`src/rtl/alu_ctrl_unit.sv`:
```
// ALU control decoder with mul/div sequencer; 1-cycle decode latency, single output register.
// in_ready drops when the held result is not consumed, or when a mul/div/mfhi/mflo arrives while the unit is busy.
// Build option ALU_CTRL_DIV_EN: enables div/divu decode and the DIV_LAT counter load.
module alu_ctrl_unit #(
    parameter int MUL_LAT = 4,
    parameter int DIV_LAT = 32
) (
    input  logic       clk,
    input  logic       reset_n,
    input  logic       in_valid,
    output logic       in_ready,
    input  logic [2:0] aluop,
    input  logic [5:0] funct,
    output logic       out_valid,
    input  logic       out_ready,
    output logic [3:0] aluctl,
    output logic       illegal,
    output logic       md_start,
    output logic [1:0] md_op,
    output logic       md_busy,
    output logic       md_done
);

    typedef enum logic {IDLE, BUSY} md_state_t;

    // Out-of-range latencies block launches rather than silently wrapping the counter.
    localparam bit LAT_LEGAL = (MUL_LAT >= 2) && (MUL_LAT <= 255) &&
                               (DIV_LAT >= 2) && (DIV_LAT <= 255);
    localparam logic [7:0] MUL_CNT = 8'(MUL_LAT - 1);
`ifdef ALU_CTRL_DIV_EN
    localparam logic [7:0] DIV_CNT = 8'(DIV_LAT - 1);
`endif

    md_state_t  md_state;
    logic [7:0] md_cnt;
    logic [7:0] cnt_load;
    logic [3:0] dec_ctl;
    logic       dec_ill;
    logic       dec_md;
    logic       dec_hilo;
    logic       hold;
    logic       accept;
    logic       launch;

    always_comb begin
        dec_ctl  = 4'b0000;
        dec_ill  = 1'b0;
        dec_md   = 1'b0;
        dec_hilo = 1'b0;
        case (aluop)
            3'b000: dec_ctl = 4'b0010;
            3'b001: dec_ctl = 4'b0110;
            3'b011: dec_ctl = 4'b0000;
            3'b100: dec_ctl = 4'b0001;
            3'b101: dec_ctl = 4'b0111;
            3'b110: dec_ctl = 4'b1001;
            3'b111: dec_ctl = 4'b0011;
            3'b010: begin
                case (funct)
                    6'b100000, 6'b100001: dec_ctl = 4'b0010;
                    6'b100010, 6'b100011: dec_ctl = 4'b0110;
                    6'b100100: dec_ctl = 4'b0000;
                    6'b100101: dec_ctl = 4'b0001;
                    6'b100110: dec_ctl = 4'b0011;
                    6'b100111: dec_ctl = 4'b1100;
                    6'b101010: dec_ctl = 4'b0111;
                    6'b101011: dec_ctl = 4'b1001;
                    6'b000000: dec_ctl = 4'b0100;
                    6'b000010: dec_ctl = 4'b0101;
                    6'b000011: dec_ctl = 4'b1101;
                    6'b010000: begin dec_ctl = 4'b1010; dec_hilo = 1'b1; end
                    6'b010010: begin dec_ctl = 4'b1011; dec_hilo = 1'b1; end
                    6'b011000, 6'b011001: begin dec_ctl = 4'b1110; dec_md = 1'b1; end
`ifdef ALU_CTRL_DIV_EN
                    6'b011010, 6'b011011: begin dec_ctl = 4'b1110; dec_md = 1'b1; end
`endif
                    default: begin dec_ctl = 4'b1111; dec_ill = 1'b1; end
                endcase
            end
        endcase
    end

`ifdef ALU_CTRL_DIV_EN
    assign cnt_load = funct[1] ? DIV_CNT : MUL_CNT;
`else
    assign cnt_load = MUL_CNT;
`endif

    // md_busy stays high through the md_done cycle, so dependents wait one more cycle.
    assign hold     = md_busy & (dec_md | dec_hilo);
    assign in_ready = (!out_valid | out_ready) & !hold;
    assign accept   = in_valid & in_ready;
    assign launch   = accept & dec_md & LAT_LEGAL;

    always_ff @(posedge clk or negedge reset_n) begin
        if (!reset_n) begin
            out_valid <= 1'b0;
            aluctl    <= 4'b0000;
            illegal   <= 1'b0;
        end else if (accept) begin
            out_valid <= 1'b1;
            aluctl    <= dec_ctl;
            illegal   <= dec_ill;
        end else if (out_ready) begin
            out_valid <= 1'b0;
        end
    end

    always_ff @(posedge clk or negedge reset_n) begin
        if (!reset_n) begin
            md_state <= IDLE;
            md_cnt   <= 8'd0;
            md_op    <= 2'b00;
            md_start <= 1'b0;
            md_busy  <= 1'b0;
            md_done  <= 1'b0;
        end else begin
            md_start <= 1'b0;
            case (md_state)
                IDLE: begin
                    md_done <= 1'b0;
                    if (launch) begin
                        md_state <= BUSY;
                        md_cnt   <= cnt_load;
                        md_op    <= funct[1:0];
                        md_start <= 1'b1;
                        md_busy  <= 1'b1;
                    end
                end
                BUSY: begin
                    if (md_cnt == 8'd0) begin
                        md_state <= IDLE;
                        md_busy  <= 1'b0;
                        md_done  <= 1'b0;
                    end else begin
                        md_cnt  <= md_cnt - 8'd1;
                        md_done <= (md_cnt == 8'd1);
                    end
                end
                default: md_state <= IDLE;
            endcase
        end
    end

endmodule

```
`config.mk`:
```
export PLATFORM = sky130hd
export DESIGN_NAME = alu_ctrl_unit
export DESIGN_NICKNAME = d
export VERILOG_FILES = /design/src/rtl/alu_ctrl_unit.sv
export SDC_FILE = /design/constraint.sdc
export NUM_CORES = 1
export LEC_CHECK = 0
export CAP_MARGIN = 20
export CORE_ASPECT_RATIO = 0.7
export CORE_UTILIZATION = 45
export DETAILED_ROUTE_END_ITERATION = 12
export MAX_ROUTING_LAYER = met4
export PLACE_DENSITY = 0.72
export SKIP_CTS_REPAIR_TIMING = 1
export SLEW_MARGIN = 0
export SYNTH_ARGS = -nofsm -noshare
export SYNTH_HDL_FRONTEND = slang
export SYNTH_SLANG_ARGS = --single-unit
```
`constraint.sdc`:
```
create_clock -name clk -period 1.8 [get_ports clk]
set_input_delay 0.36 -clock clk [delete_from_list [all_inputs] [get_ports clk]]
set_output_delay 0.36 -clock clk [all_outputs]
set_load 0.1 [all_outputs]
```
==> impl_metrics.toml <==
[outcome]
status = "finished clean"

[die]
start_util_pct = 49.0
rows = 15
dieWidth_um = 64.8
die-area_mm2 = 0.00298
core_area_mm2 = 0.00253
ioPinCount = 25
chipHeight_um = 46.0

[synthesis]
syn_area_mm2 = 0.00124
synthAdderAreaFrac_pct = 3.02
synth_common_cells = "dfrtp_1 (20), a21oi_1 (10), nor2_1 (10)"
yosys.area.top_type = "dfrtp_1"
synth_top_family_by_area = "simple AND/OR/NAND/NOR gates"
async_flop_share_pct = 100
synthMuxAreaShare_pct = 3.52
syn-num-nets = 143
synth_edf_count = 0
synth_most_common_cell = "dfrtp_1"
yosys_warnings = 0
synthXorXnorAreaFrac_pct = 2.82
synthFlopType = "dfrtp_1"
yosys-top-cells-area = "dfrtp_1 (40%), a21oi_1 (4.0%), ha_1 (3.0%), nor2_1 (3.0%), xor2_1 (2.8%)"
yosys_register_bits = 20
yosysSeqAreaShare_pct = 40.3
avgSynthCellArea_um2 = 9.78
synthDistinctLibCells = 51
yosys.area_share.simple_pct = 26.1
synth_compound_area_share_pct = 17.9
netlist.area_leader.share_pct = 40.3
syn_inst = 127

[power_and_ir_drop]
p_per_area_mw_per_mm2 = 780
leakage_nw = 0.883
ir_drop_mv = 0.558

[detailed_routing]
drt_wl_total_mm = 3.17
drc = 0
antenna_left = 0
via_per_inst = 5.50
drt_iter0_drc = 69
routedWlPerCell_um = 15.1
drt-pass1-iter-count = 4
route.vias.total = 1154

[sta]
max-slew-margin-rel_pct = 79.7
slew_violations = 0
fin_crit_ps = 1780
worstMarginPinSlew_ps = 301
worst_hold_slack_ps = 442
fmax_mhz = 561
report.final.hold_viol_count = 0
finClkSkew_ps = 3.21
setup_slack_ps = 18.0
period_share_pct = 99.0
setup_viol = 0
tns_ps = 0

[global_route]
grt_pass1_wl_mm = 5.04
overflow = 0
grt_usage_pct = 23.6
grt_pass1_vias = 1073
grt_max_degree = 21
antenna_found_initial = 0

[placed_design]
place_hpwl_mm = 2.40
io_buffers = 24
finalWeightedCongestion = 0.984
dpl_worst_slack_ps = -570

[setup_path]
r2r_end = "md_state"
critPathLaunchType = "input port"
crit_type = "input port to output pin"
cp_max_fo = 4
cp_data_required_time_ps = 1440
crit_arrival_ps = 1420
r2r_cells = 6
r2r_start = "md_busy"
rrSetupSlack_ps = 70
endpoint_kind = "output pin"

[clocking]
clk_latency_ps = 250
numCtsBuffers = 3
cts-root-buf = "clkbuf_8"
cts_sinks = 20
clkTransAtPathRegs_ps = 70
cts_tree = "built"
clk_path_buf_depth = 2
cts_max_level = 1

[job]
max_cap_viol_count = 0

[layout]
final_nets = 194
syn_to_final_growth_pct = 53.0
diodes = 0
final_core_util_pct = 75.0
layout-drive-gt1-share_pct = 39.2

[worst_hold_path]
hold_class = "input port to async pin"
-- worst max path at each step --
stage               startpoint   endpoint  slack [ps]  cells after the start
floorplan             funct[3]  aluctl[2]           5                      5
global placement      funct[3]   md_op[0]        -490                      5
detailed placement    funct[3]   md_op[0]        -570                      5
CTS                   funct[3]   in_ready        -420                      4
global route           md_busy   in_ready        -0.8                      3
finish                aluop[0]   in_ready          20                      4
-- critical path: stages --
cell and delay [ps]:
buf_6 90, or3b_4 430, o31a_4 360, buf_12 170
-- cell families (layout without fill, tap and decap cells) --
logic type                 Yosys count  after routing
buffers and inverters               13             62
DFF                                 20             20
and+or+nand+nor                     54             54
adders and majority gates            3              3
xor gates and xnor gates             4              4
AOI/OAI and AO/OA                   29             29
muxes                                4              4
-- flip-flops by register name, indices dropped and copies added (netlist names) --
register   cells
aluctl         4
illegal        1
md_busy        1
md_cnt         8
md_done        1
md_op          2
md_start       1
md_state       1
out_valid      1
-- routing by layer --
metal	part of all wire, %	GRT usage (%)	vias up
li1	-	-	555
met1	51	35.2	550
met2	42	32.9	49
met3	6.7	6.00	0
met4	0	1.33	0
met5	0	-	-
-- power breakdown --
group | switching, W | leakage, nW | internal, W
sequential | 0.0000880 | 0.234 | 0.000523
clock | 0.000130 | 0.0216 | 0.000149
combinational | 0.000347 | 0.628 | 0.000246
total | 0.000565 | 0.883 | 0.000917
-- layout by cell type, fill, tap and decap left out, drive strengths merged, types with 2 or more instances in the layout --
cell,count
o21ai,3
nand2b,4
o311ai,2
nand2,8
or3,3
clkbuf,6
a221o,2
nor2,10
nand4,4
nor4,2
xor2,4
nor2b,4
nand3,4
a21oi,10
mux2,3
dlymetal6s2s,5
inv,6
clkdlybuf4s50,3
buf,42
ha,3
or2,2
nand3b,2
dfrtp,20
and2b,2
nor3,4
-- cell type report --
class | count | area, um2
multi-input cells | 94 | 706
clock buffers | 3 | 41.3
repair buffers | 53 | 581
inverters | 6 | 25.0
well taps | 34 | 42.5
fillers | 178 | 633
flip-flops and latches | 20 | 505
-- stage by stage --
| stage | total power, W | std cells | area (um2) |
|---|---|---|---|
| final | 0.00148 | 210 | 1900 |
| after CTS | 0.00148 | 205 | 1840 |
| after global placement | 0.00117 | 202 | 1790 |
| after detailed placement | 0.00119 | 202 | 1790 |
| after floorplan | 0.000947 | 127 | 1260 |
| after global routing | 0.00155 | 210 | 1900 |
Power figures use the tool's default switching activity.
==> RTL change, RTL diff (same settings) <==
Build with the macro `ALU_CTRL_DIV_EN` defined.
--- a/src/rtl/alu_ctrl_unit.sv
+++ b/src/rtl/alu_ctrl_unit.sv
@@ -3,2 +3,4 @@
 // Build option ALU_CTRL_DIV_EN: enables div/divu decode and the DIV_LAT counter load.
+`define ALU_CTRL_DIV_EN
+
 module alu_ctrl_unit #(
Function: changed (Yosys sat finds a counterexample within 4 cycles, from zero or initial values and one cycle with reset_n low).
==> RTL change against the original RTL <==
Routed wire length up 39%. Setup slack worse by 0.016 ns. Synthesized cell count up 15%. Power up 43%. Design area up 8.6%. Synthesized area up 1.1%. Sequential cell count unchanged. Register-to-register slack worse by 0.02 ns. Die area up 1.1%. Critical path type is now in2reg. Largest cell class unchanged. Highest routed layer is now met4.
==> RTL change: results (changes against the original RTL) <==
[metrics] result of the run: completed
[metrics] global-route wire length before repair: 6.27 mm (+24%)
[metrics] share of the synthesized area in the top cell type: 39.8% (-0.44 points)
[metrics] XOR/XNOR Fraction of Synth Area: 1.39% (-1.4 points)
[metrics] leakage power figure: 0.978 nW (+11%)
[metrics] highest metal layer with signal wires: met4
[metrics] combined global-route utilization of all metal layers: 29.2% (+5.6 points)
[metrics] leading cell types by count after synthesis: dfrtp_1, nand2_1, nor2_1, o21ai_0
[metrics] number of global-route vias before repair: 1354 (+26%)
[metrics] routed wire length: 4.41 mm (+39%)
[metrics] count of fill cells added during filler insertion: 157 (-12%)
[metrics] number of search-and-repair iterations in the first detailed-routing pass: 7 (+3)
[metrics] destination of the worst register-to-register timing path: md_cnt[3]$_DFFE_PN0P_
[metrics] fraction of layout cells with a size suffix above 1: 35.6% (-3.6 points)
[metrics] met3 Resource Use GR: 7.18% (+1.2 points)
[metrics] Max FO, Critical Path: 6 (+2)
[metrics] end point of the critical path: illegal$_DFFE_PN0P_
[metrics] Worst Tran Pin Value: 0.373 ns (+0.0728 ns)
[metrics] Final #Nets: 222 (+14%)
[metrics] DR WL met2: 2.11 mm (+59%)
[metrics] placed instance count: 232 (+15%)
[metrics] Synth Area in Compound Gates: 24.4% (+6.5 points)
[metrics] global placer's final weighted congestion: 1.01 (+2.3%)
[metrics] synthesized netlist cell count: 146 (+15%)
[metrics] largest cells by area after synthesis: dfrtp_1, nand2_1, o21ai_0, nor2_1, a21oi_1
[metrics] number of library cell types mapped by synthesis: 44 (-14%)
==> RTL change: report_power, final <==
group          switching (W)  internal [W]  total, W
clock network       0.000155      0.000297  0.000451
logic               0.000561      0.000432  0.000993
registers           0.000114      0.000561  0.000674
total               0.000829       0.00129   0.00212
==> RTL change: final cells by class <==
type                            instances  area, um2  share of cell area [%]
Timing Repair Buffer                   61        671                    32.5
Clock inverter                          1       30.0                    1.45
Inverter                                9       36.3                    1.76
Clock buffer                            3       41.3                    2.00
Tap cell                               34       42.5                    2.06
Multi-Input combinational cell        111        741                    35.9
Sequential cell                        20        503                    24.4
==> RTL change: stage by stage <==
step | setup WS, ns | hold slack (ns)
finish | 0.00237 | 0.426
global route | -0.0325 | 0.473
CTS | -0.332 | 0.435
detailed placement | -0.352 | 0.512
global placement | -0.279 | 0.504
floorplan | 0.110 | 0.0644
==> RTL change: critical path, stage by stage <==
cell and delay [ns]:
clkdlybuf4s50_1 0.60, inv_1 0.15, buf_4 0.17, o32a_1 0.35, nor2_1 0.20, o41ai_1 0.11
